<file path="src/rtl/song_recorder.sv">
// Records live keyboard notes into a terminated song image (note/duration/octave per slot),
// with durations quantised to TICK-cycle units. The image matches the song-library encoding.
module song_recorder #(
    parameter int TICK     = 10_000_000,
    parameter int SONG_LEN = 56,
    parameter int LW       = $clog2(SONG_LEN + 1)
) (
    input  logic                  clk,
    input  logic                  reset,
    input  logic                  record_en,
    input  logic [3:0]            note_in,
    input  logic [1:0]            octave_in,
    output logic [SONG_LEN*4-1:0] song_packed,
    output logic [SONG_LEN*4-1:0] dur_packed,
    output logic [SONG_LEN*2-1:0] oct_packed,
    output logic [LW-1:0]         length,
    output logic                  recording,
    output logic                  done,
    output logic                  full
);
    localparam int TW = (TICK > 1) ? $clog2(TICK) : 1;
    localparam int IW = (SONG_LEN > 1) ? $clog2(SONG_LEN) : 1;
    localparam logic [3:0]    END_MARK  = 4'hF;
    localparam logic [3:0]    MAX_UNITS = 4'd15;
    localparam logic [TW-1:0] TICK_LAST = TW'(TICK - 1);
    localparam logic [LW-1:0] LAST_IDX  = LW'(SONG_LEN - 1);

    typedef enum logic [1:0] {S_IDLE, S_ARMED, S_CAPTURE, S_DONE} state_t;

    state_t        state;
    logic          record_q;
    logic [3:0]    note_mem [SONG_LEN];
    logic [3:0]    dur_mem  [SONG_LEN];
    logic [1:0]    oct_mem  [SONG_LEN];
    logic [LW-1:0] wr_idx;
    logic [3:0]    cur_note;
    logic [1:0]    cur_oct;
    logic [TW-1:0] tick;
    logic [3:0]    units;

    logic          rise, fall, wrap, note_chg, sat, commit, last_commit;
    logic [3:0]    units_n, dur_w;
    logic [IW-1:0] wr_ptr, nxt_ptr;

    assign rise    = record_en & ~record_q;
    assign fall    = ~record_en & record_q;
    assign wr_ptr  = wr_idx[IW-1:0];
    assign nxt_ptr = wr_ptr + IW'(1);
    assign length  = wr_idx;

    // units_n already counts a tick wrapping this cycle, so a commit sees the full duration.
    always_comb begin
        wrap     = (tick == TICK_LAST);
        units_n  = units;
        if (wrap && units != MAX_UNITS)
            units_n = units + 4'd1;
        dur_w    = (units_n == 4'd0) ? 4'd1 : units_n;
        note_chg = (note_in != cur_note);
        sat      = wrap && (units_n == MAX_UNITS);
        commit   = 1'b0;
        if (state == S_CAPTURE)
            commit = fall ? (cur_note != 4'd0) : (note_chg || sat);
        last_commit = ((wr_idx + LW'(1)) == LAST_IDX);
    end

    for (genvar g = 0; g < SONG_LEN; g++) begin : g_pack
        assign song_packed[4*g +: 4] = note_mem[g];
        assign dur_packed[4*g +: 4]  = dur_mem[g];
        assign oct_packed[2*g +: 2]  = oct_mem[g];
    end

    always_ff @(posedge clk or negedge reset) begin
        if (!reset) begin
            state     <= S_IDLE;
            record_q  <= 1'b0;
            wr_idx    <= '0;
            cur_note  <= 4'd0;
            cur_oct   <= 2'd0;
            tick      <= '0;
            units     <= 4'd0;
            recording <= 1'b0;
            done      <= 1'b0;
            full      <= 1'b0;
            for (int i = 0; i < SONG_LEN; i++) begin
                note_mem[i] <= (i == 0) ? END_MARK : 4'd0;
                dur_mem[i]  <= 4'd0;
                oct_mem[i]  <= 2'd0;
            end
        end else begin
            record_q <= record_en;
            full     <= 1'b0;

            // Each commit also moves the end marker forward so the image stays terminated.
            if (commit) begin
                note_mem[wr_ptr]  <= cur_note;
                dur_mem[wr_ptr]   <= dur_w;
                oct_mem[wr_ptr]   <= cur_oct;
                note_mem[nxt_ptr] <= END_MARK;
                wr_idx            <= wr_idx + LW'(1);
                full              <= last_commit;
            end

            case (state)
                S_IDLE, S_DONE: begin
                    if (rise) begin
                        for (int i = 0; i < SONG_LEN; i++) begin
                            note_mem[i] <= (i == 0) ? END_MARK : 4'd0;
                            dur_mem[i]  <= 4'd0;
                            oct_mem[i]  <= 2'd0;
                        end
                        wr_idx    <= '0;
                        state     <= S_ARMED;
                        recording <= 1'b1;
                        done      <= 1'b0;
                    end
                end
                S_ARMED: begin
                    if (fall) begin
                        state     <= S_DONE;
                        recording <= 1'b0;
                        done      <= 1'b1;
                    end else if (note_in != 4'd0) begin
                        cur_note <= note_in;
                        cur_oct  <= octave_in;
                        tick     <= '0;
                        units    <= 4'd0;
                        state    <= S_CAPTURE;
                    end
                end
                S_CAPTURE: begin
                    tick  <= wrap ? '0 : tick + TW'(1);
                    units <= sat ? 4'd0 : units_n;
                    if (fall || (commit && last_commit)) begin
                        state     <= S_DONE;
                        recording <= 1'b0;
                        done      <= 1'b1;
                    end else if (note_chg) begin
                        cur_note <= note_in;
                        cur_oct  <= octave_in;
                        tick     <= '0;
                        units    <= 4'd0;
                    end
                end
                default: state <= S_IDLE;
            endcase
        end
    end
endmodule

</file>
<file path="config.mk">
export PLATFORM = sky130hd
export DESIGN_NAME = song_recorder
export DESIGN_NICKNAME = d
export VERILOG_FILES = /design/src/rtl/song_recorder.sv
export SDC_FILE = /design/constraint.sdc
export NUM_CORES = 1
export LEC_CHECK = 0
export BUFFER_PORTS_ARGS = -buffer_cell sky130_fd_sc_hd__buf_4
export CAP_MARGIN = 5
export CORE_AREA = 5 5 320 197
export CTS_BUF_LIST = sky130_fd_sc_hd__clkbuf_8
export CTS_CLUSTER_DIAMETER = 120
export DETAILED_ROUTE_END_ITERATION = 12
export DIE_AREA = 0 0 325 202
export PLACE_DENSITY = 0.67
export SLEW_MARGIN = 20
export SYNTH_ARGS = -nofsm -noshare
export SYNTH_HDL_FRONTEND = slang
export SYNTH_SLANG_ARGS = --single-unit
</file>
<file path="constraint.sdc">
create_clock -name clk -period 3.6 [get_ports clk]
set_input_delay 0.54 -clock clk [delete_from_list [all_inputs] [get_ports clk]]
set_output_delay 0.54 -clock clk [all_outputs]
set_load 0.02 [all_outputs]
</file>
==> flow_summary.toml, run 1 <==
[cells_and_area]
final_area_um2 = 34200
nFillCells = 5122
syn2layout_area_growth_pct = 28.7
drive_gt1_share_pct = 31.0
nNetsFinal = 3160

[drt]
drt-pass1-iter-count = 5
wl_mm = 103
num_vias = 24100
wire_per_inst_um = 25.6
drc = 0
final_antenna_net_count = 0
viasPerCell = 6.01
initialDrtViolationCount = 2748

[worst_setup_path]
end_kind = "flip-flop"
cp_slowest_cell = "or4_4"
reg2regPathDepth = 7
critPathRequiredTime_ns = 4.16
critPathBufInv = 1
cpPeakStageDelay_ns = 0.64
crit_arrival_ns = 3.95
critPathLaunchType = "flip-flop"
cpLargestDelayFamily = "simple AND/OR/NAND/NOR gates"
cp_max_fo = 29
path_depth = 7
path_class = "flip-flop to flip-flop"
crit_chain = "or4b_1 > or4_1 > or4_4 > nand2_8 > buf_12 > o21ai_0 > a221oi_1"

[timing]
hold_viol = 0
worst_slack_ns = 0.209
clock_skew_ns = 0.0333
max_freq_mhz = 295
slew_headroom_pct = 30.4
setup_tns_ns = 0
rsz0062_at_grt = "no"
finalSetupViolations = 0
slew_viol_final = 0
tightest_slew_ns = 1.04
finalCriticalPeriod_ns = 3.39
final.period_utilization_pct = 94.2

[floorplanning]
coreArea_um2 = 59900
io_pins = 578
start_util_pct = 44.3
die-area_um2 = 65700
die_y_um = 202
row_count = 70
die_width_um = 325

[yosys]
syn_nets = 2590
netlist_top_cells_area = "dfrtp_1, a21oi_1, o221a_2"
yosysWarnings = 0
ys_seq_elements = 606
synth_top_area_share_pct = 56.8
synth_seq_area_share_pct = 57.2
ys.flop_type = "dfrtp_1"
yosys.area.top_type = "dfrtp_1"
synthArstFlopShare_pct = 100
synth_edf_count = 0
ys_top_cells_by_count = "dfrtp_1, nand2_1, a21oi_1"
synth_cell_types = 69
syn_area_um2 = 26500
yosysMostFrequentCell = "dfrtp_1"
syn-instance-count = 2575
synth.avg_cell_area_um2 = 10.3

[global_route]
grt_start_max_net_pins = 114
antenna_found_initial = 2
grt.total_usage_pct = 30.3
grt_pass1_vias = 24200
overflow = 0
grt_pass1_wl_mm = 155

[placement]
dp_slack_ns = 0.181
port_buffers = 577
dp.final_hpwl_mm = 72.0
place_area_um2 = 32200
place_congestion = 0.894

[worst_hold_path]
hold_class = "input pin to flip-flop"
hold_path_depth = 2

[clock_network]
post_cts_buffers = 0
clockRootBuffer = "clkbuf_8"
cts_buffers = 92
ctsHtreeMaxLevel = 3
cts_tree = "yes"
clk_pin_slew_ns = 0.07
clockBufferDepth = 3
cts.sinks = 606
clock_latency_ns = 0.71

[pwr]
swShare_pct = 40.2
power.density_nw_per_um2 = 629
power.share.combinational_pct = 34.1
ir_drop_mv = 0.310
leakage_uw = 0.0168
switchingPower_uw = 8640
p_seq_share_pct = 37.9
internal_power_uw = 12800
clkPwrFrac_pct = 27.9

[outcome]
outcome = "finished clean"

[job]
drv_cap = 0
cell families after synthesis:
| family | Yosys count | synth area share [%] |
|---|---|---|
| compound gates | 812 | 21.8 |
| simple gates | 687 | 11.2 |
| flops | 606 | 57.2 |
| buf+inv | 341 | 5.00 |
| mux | 108 | 4.12 |
| xor+xnor | 15 | 0.495 |
| fa+ha+maj | 6 | 0.283 |
worst register-to-register path, delay by kind of cell (launching register included):
| family | cells | cell delay (ns) |
|---|---|---|
| compound gates | 2 | 0.60 |
| buf+inv | 1 | 0.22 |
| simple gates | 4 | 2.00 |
| flops | 1 | 0.44 |
placed cells by master, fill, tap and decap left out, types with 7 or more instances in the layout:
cell / netlist / final
a221oi_1: 98 / 98
nand4_1: 10 / 10
o21ai_0: 170 / 169
xnor2_1: 9 / 9
o31a_1: 10 / 9
buf_12: 0 / 19
a21oi_1: 247 / 247
and3_1: 8 / 8
a211oi_1: 54 / 54
nand2b_1: 14 / 14
a21o_1: 21 / 21
nor2_1: 240 / 235
o211ai_1: 17 / 17
o221a_2: 104 / 104
a21boi_2: 14 / 14
clkinv_2: 0 / 13
a21oi_4: 10 / 10
and2_1: 8 / 8
clkbuf_8: 0 / 119
a22oi_1: 11 / 11
nand2_1: 272 / 271
nor3b_1: 11 / 11
mux2i_1: 99 / 98
o311a_1: 7 / 7
buf_4: 2 / 674
inv_1: 120 / 147
nor4_1: 9 / 9
dfrtp_1: 602 / 600
mux2_2: 9 / 8
nor3_1: 28 / 26
nand3_1: 58 / 58
through the flow:
stage	instances	hold WS [ns]	total power, uW	util, %
floorplan	2575	0.244	12000	-
global placement	3841	0.497	15300	53.8
detailed placement	3841	0.504	15400	53.8
CTS	4009	0.0224	21400	57.0
global route	4009	0.0482	22300	57.0
finish	4010	0.0848	21500	57.0
metal layers:
layer  vias up  share of wire [%]  GRT usage (%)
li1      10400                  -              -
met1     12200                 43           42.8
met2      1310                 44           44.9
met3       225                9.9           8.75
met4         0                3.4           10.6
met5         -                  0              0
timing repair:
| item | CTS | global route |
|---|---|---|
| endpoints found under the hold margin | 77 | 0 |
| endpoints found under the setup margin | 0 | 2 |
| hold buffers | 2 | 0 |
| resized for setup | 0 | 1 |
power by group through the flow:
| stage | clock [uW] | combinational, uW | sequential [uW] |
|---|---|---|---|
| global route | 6390 | 7710 | 8210 |
| global placement | 0 | 7030 | 8230 |
| detailed placement | 0 | 7200 | 8250 |
| finish | 6000 | 7330 | 8150 |
| floorplan | 0 | 3440 | 8590 |
| CTS | 6080 | 7200 | 8140 |
area by class of cell:
cell class              count  area [um2]  area share, %
inverters                 121         454           1.33
repair buffers            696        5480           16.0
clock inverters            47         288          0.842
diodes                      1        2.50        0.00733
clock buffers             119        1640           4.79
multi-input cells        1628       10100           29.7
flip-flops and latches    606       15200           44.4
well taps                 792         991           2.90
registers in the layout, indices dropped and copies added, names as in the netlist:
register / count
record_q: 1
done: 1
dur_packed: 224
cur_note: 4
oct_packed: 112
length: 6
song_packed: 224
recording: 1
units: 4
full: 1
state: 2
cur_oct: 2
tick: 24
worst paths after layout:
path                                   from               end  slack (ns)
max                                tick[18]   song_packed[42]        0.21
min                            octave_in[0]        cur_oct[0]        0.08
max reg2reg                        tick[18]   song_packed[42]        0.21
min reg2reg                song_packed[144]  song_packed[144]        0.52
max in group asynchronous             reset        cur_oct[1]        1.90
min in group asynchronous             reset   song_packed[29]        0.48
Note: power is estimated with default switching activity, not from simulation.
==> run 2: changes to the inputs <==
--- a/config.mk
+++ b/config.mk
@@ -12,7 +12,9 @@
 export CTS_CLUSTER_DIAMETER = 120
 export DETAILED_ROUTE_END_ITERATION = 12
 export DIE_AREA = 0 0 325 202
+export HOLD_SLACK_MARGIN = 0.12
 export PLACE_DENSITY = 0.67
+export REMOVE_ABC_BUFFERS = 1
 export SLEW_MARGIN = 20
 export SYNTH_ARGS = -nofsm -noshare
 export SYNTH_HDL_FRONTEND = slang
==> run 2 against run 1 <==
Clock power decreased by 3%; sequential share of layout area increased by 0.16 points; critical endpoint is now dur_packed[184]; via count decreased by 1.3%; die area unchanged; sequential power about the same.
==> flow_summary.toml, run 2 (synthesis gave the netlist of run 1 again) <==
[outcome]
outcome = "finished clean"

[cells_and_area]
syn2layout_area_growth_pct = 28.2
seq_area_um2 = 15200
nNetsFinal = 3145
final_common_cell = "buf_4"
nFillCells = 5143
drive_gt1_share_pct = 30.5
final_cell_mix = "buf_4, dfrtp_1, nand2_1"
multi_input_area_um2 = 10200
instances_no_fill = 3995
final_area_um2 = 34000

[timing]
tightest_slew_ns = 1.16
finalSetupViolations = 0
finalCriticalPeriod_ns = 3.46
final.period_utilization_pct = 96.1
hold_viol = 0
rsz0062_at_grt = "no"
setup_tns_ns = 0
clock_skew_ns = 0.0231
whs_ns = 0.339
slew_viol_final = 0
slew_headroom_pct = 22.1
max_freq_mhz = 289

[worst_setup_path]
r2r-end = "dur_packed[184]"
critPathRequiredTime_ns = 4.21
critPathLaunchType = "flip-flop"
path_class = "flip-flop to flip-flop"
startpoint = "tick[18]"
crit_arrival_ns = 4.07
reg2reg_from = "tick[18]"
critPathCapture = "dur_packed[184]"
cp_max_fo = 41
rrSetupSlack_ns = 0.14
end_kind = "flip-flop"
reg2regPathDepth = 8

[floorplanning]
io_pins = 578
die-area_um2 = 65700
coreArea_um2 = 59900
start_util_pct = 44.3
die_width_um = 325
die_y_um = 202
row_count = 70

[clock_network]
cts_tree = "yes"
ctsHtreeMaxLevel = 3
cts.sinks = 606
clock_latency_ns = 0.73
post_cts_buffers = 0
clockRootBuffer = "clkbuf_8"
clk_pin_slew_ns = 0.07
cts_buffers = 91
clockBufferDepth = 3

[pwr]
power.density_nw_per_um2 = 628
leakage_uw = 0.0167
ir_drop_mv = 0.416

[placement]
dpl.cell_count = 3819
place_congestion = 0.880
port_buffers = 577
place_area_um2 = 32100
dp.final_hpwl_mm = 69.8

[global_route]
gr-usage-met3_pct = 9.29
top_usage_layer = "met2"
grt.total_usage_pct = 29.6
grt_pass1_wl_mm = 151
antenna_found_initial = 1
grt_start_max_net_pins = 146
overflow = 0
use_met1_pct = 40.2
grt_pass1_vias = 23700
use_met2_pct = 45.7

[drt]
viasPerCell = 5.96
drt-pass1-iter-count = 6
wire_per_inst_um = 25.2
wl_mm = 101
drc = 0
final_antenna_net_count = 0
num_vias = 23800
initialDrtViolationCount = 2577

[worst_hold_path]
hold_class = "input pin to async pin"

[job]
drv_cap = 0
[run 2: cell types whose count changed in the layout (fill, tap and decap cells not counted), moves of 2 or more]
| cell | previous run | this run |
|---|---|---|
| buf_4 | 674 | 653 |
| clkinv_2 | 13 | 6 |
| dlygate4sd3_1 | 2 | 8 |
| inv_1 | 147 | 151 |
| bufinv_16 | 3 | 1 |
| clkbuf_4 | 0 | 2 |
| diode_2 | 1 | 3 |
| inv_6 | 0 | 2 |
[run 2: through the flow]
stage,setup WS (ns),total power (uW),utilization (%)
finish,0.142,21400,56.8
global route,0.00482,22300,56.8
CTS,0.141,21400,56.8
detailed placement,0.189,15600,53.5
global placement,0.253,15400,53.5
floorplan,-19.24,11400,-
[run 2: cell type report]
class | instances | share of cell area (%)
Clock buffer | 120 | 4.85
Clock inverter | 43 | 0.636
Timing Repair Buffer | 682 | 15.8
Multi-Input combinational cell | 1628 | 29.9
Sequential cell | 606 | 44.6
Inverter | 121 | 1.35
Tap cell | 792 | 2.91
Antenna cell | 3 | 0.0221
[run 2: power breakdown]
| group | internal, uW | total (uW) | switching, uW | leakage, uW |
|---|---|---|---|---|
| registers | 7450 | 8120 | 665 | 0.00836 |
| logic | 2240 | 7440 | 5200 | 0.00726 |
| clock network | 3050 | 5820 | 2780 | 0.00108 |
[run 2: worst min-delay path by stage]
stage                startpoint  depth (start not counted)                to
2_1_floorplan             reset                          0       cur_note[0]
3_3_place_gp   song_packed[133]                          2  song_packed[133]
3_5_place_dp   song_packed[156]                          2  song_packed[156]
4_1_cts                   reset                          2    oct_packed[30]
5_1_grt                   reset                          2   dur_packed[119]
6_report                  reset                          2    oct_packed[30]
[run 2: critical path, stage by stage, from the launching register on]
cell and delay [ns]:
dfrtp_1 0.44, or4b_1 0.55, or4_1 0.57, or4_4 0.58, nand2_4 0.28, buf_12 0.25
buf_4 0.26, a21oi_1 0.10, a211oi_1 0.30
[run 2: per-layer routing]
metal  share of wire [%]  up-vias
met1                  42    12000
met4                 3.3        0
li1                    -    10300
met3                 9.6      210
met2                  45     1220
met5                   0        -
[run 2: what timing repair did]
action                                  4_1_cts  5_1_grt
hold endpoints to repair                     57        0
endpoints found under the setup margin        0       17
hold buffers                                  8        0
gates resized for setup                       0        3
==> run 3: changes to the inputs <==
--- a/config.mk
+++ b/config.mk
@@ -6,7 +6,6 @@
 export NUM_CORES = 1
 export LEC_CHECK = 0
 export BUFFER_PORTS_ARGS = -buffer_cell sky130_fd_sc_hd__buf_4
-export CAP_MARGIN = 5
 export CORE_AREA = 5 5 320 197
 export CTS_BUF_LIST = sky130_fd_sc_hd__clkbuf_8
 export CTS_CLUSTER_DIAMETER = 120
@@ -14,6 +13,7 @@
 export DIE_AREA = 0 0 325 202
 export HOLD_SLACK_MARGIN = 0.12
 export PLACE_DENSITY = 0.67
+export RECOVER_POWER = 25
 export REMOVE_ABC_BUFFERS = 1
 export SLEW_MARGIN = 20
 export SYNTH_ARGS = -nofsm -noshare
==> run 3 against run 2 <==
Die area did not move; clock-buffer cell count did not move; power hardly changed; the flow now finishes with violations (capacitance limit, slew limit).
==> flow_summary.toml, run 3 (synthesis gave the netlist of run 1 again) <==
[placement]
dpl.cell_count = 3819
dp.final_hpwl_mm = 69.8
dp_slack_ns = 0.189
place_congestion = 0.880
place_area_um2 = 32100
port_buffers = 577

[drt]
drc = 0
initialDrtViolationCount = 2371
viasPerCell = 5.96
num_vias = 23800
wl_mm = 101
final_antenna_net_count = 0
drt-pass1-iter-count = 6
wire_per_inst_um = 25.2

[timing]
slew_viol_final = 58
rsz0062_at_grt = "no"
slew_headroom_pct = -19.9
final.period_utilization_pct = 96.9
max_freq_mhz = 287
clock_skew_ns = 0.0255
worst_slack_ns = 0.113
hold_viol = 0
finalCriticalPeriod_ns = 3.49
tightest_slew_ns = 1.80
finalSetupViolations = 0

[cells_and_area]
drive_gt1_share_pct = 30.4
seq_area_um2 = 15200
instances_no_fill = 3997
final_cell_mix = "buf_4, dfrtp_1, nand2_1"
final_area_um2 = 34000
multi_input_area_um2 = 10200
nNetsFinal = 3145
final_common_cell = "buf_4"
syn2layout_area_growth_pct = 27.9
nFillCells = 5152

[global_route]
overflow = 0
grt.total_usage_pct = 29.6
grt_start_max_net_pins = 146
grt_pass1_wl_mm = 151
grt_pass1_vias = 23700
antenna_found_initial = 1

[floorplanning]
die_width_um = 325
coreArea_um2 = 59900
io_pins = 578
die-area_um2 = 65700
start_util_pct = 44.3
row_count = 70
die_y_um = 202

[worst_setup_path]
cp_max_fo = 41
critPathRequiredTime_ns = 4.21
end_kind = "flip-flop"
crit_arrival_ns = 4.10
path_class = "flip-flop to flip-flop"
critPathLaunchType = "flip-flop"

[clock_network]
cts.sinks = 606
cts_tree = "yes"
cts_buffers = 91
clockBufferDepth = 3
ctsHtreeMaxLevel = 3
clk_pin_slew_ns = 0.07
clockRootBuffer = "clkbuf_8"
clock_latency_ns = 0.74

[outcome]
violations = "capacitance limit, slew limit"
outcome = "finished with violations"

[pwr]
power_uw = 21400
power.density_nw_per_um2 = 630
ir_drop_mv = 0.420
leakage_uw = 0.0167

[job]
drv_cap = 1

[worst_hold_path]
hold_class = "flip-flop to flip-flop"
[run 3: cell types whose count changed in the layout (fill, tap and decap cells not counted)]
| cell | delta |
|---|---|
| buf_12 | -5 |
| buf_4 | -2 |
| buf_8 | -1 |
| clkbuf_1 | +1 |
| clkbuf_2 | +3 |
| clkbuf_4 | +4 |
| diode_2 | +2 |
[run 3: area by class of cell]
| class | instances | area share [%] |
|---|---|---|
| Clock inverter | 43 | 0.637 |
| Tap cell | 792 | 2.92 |
| Timing Repair Buffer | 682 | 15.6 |
| Antenna cell | 5 | 0.0368 |
| Inverter | 121 | 1.35 |
| Multi-Input combinational cell | 1628 | 29.9 |
| Clock buffer | 120 | 4.86 |
| Sequential cell | 606 | 44.7 |
[run 3: worst paths after layout]
| path | startpoint | endpoint | slack (ns) | cells after the start |
|---|---|---|---|---|
| max | tick[18] | dur_packed[184] | 0.11 | 8 |
| min | song_packed[1] | song_packed[1] | 0.52 | 1 |
| max reg2reg | tick[18] | dur_packed[184] | 0.11 | 8 |
| min reg2reg | song_packed[1] | song_packed[1] | 0.52 | 1 |
| max in group asynchronous | reset | song_packed[200] | 0.63 | 3 |
| min in group asynchronous | reset | oct_packed[30] | 0.80 | 2 |
[run 3: layer usage]
metal	up-vias	part of all wire, %	track usage [%]	routed length, um
li1	10300	-	-	-
met1	12100	42	40.2	42000
met2	1212	45	45.7	45900
met3	201	9.6	9.29	9720
met4	0	3.2	9.55	3200
met5	-	0	0	0
[run 3: report_power, final]
| group | switching [uW] | internal [uW] | total, uW |
|---|---|---|---|
| clock | 2780 | 3040 | 5820 |
| combinational | 5220 | 2230 | 7440 |
| sequential | 669 | 7450 | 8120 |
| total | 8660 | 12700 | 21400 |
[run 3: what timing repair did]
action                                  CTS  global route
endpoints found under the setup margin    0            17
hold buffers                              8             0
setup buffers                             0             0
hold endpoints to repair                 57             0
gates resized for setup                   0             3
[run 3: through the flow]
step                util, %  hold slack, ns  setup TNS [ns]
global placement       53.5           0.493               0
detailed placement     53.5           0.505               0
global route           56.7           0.523               0
finish                 56.7           0.518               0
CTS                    56.8           0.359               0
floorplan                 -           0.244        -8035.90
[run 3: worst max-delay path, stage by stage, from the launching register on]
cell and delay (ns):
dfrtp_1 0.45, or4b_1 0.56, or4_1 0.57, or4_4 0.58, nand2_4 0.28, buf_12 0.25
buf_4 0.26, a21oi_1 0.10, a211oi_1 0.31
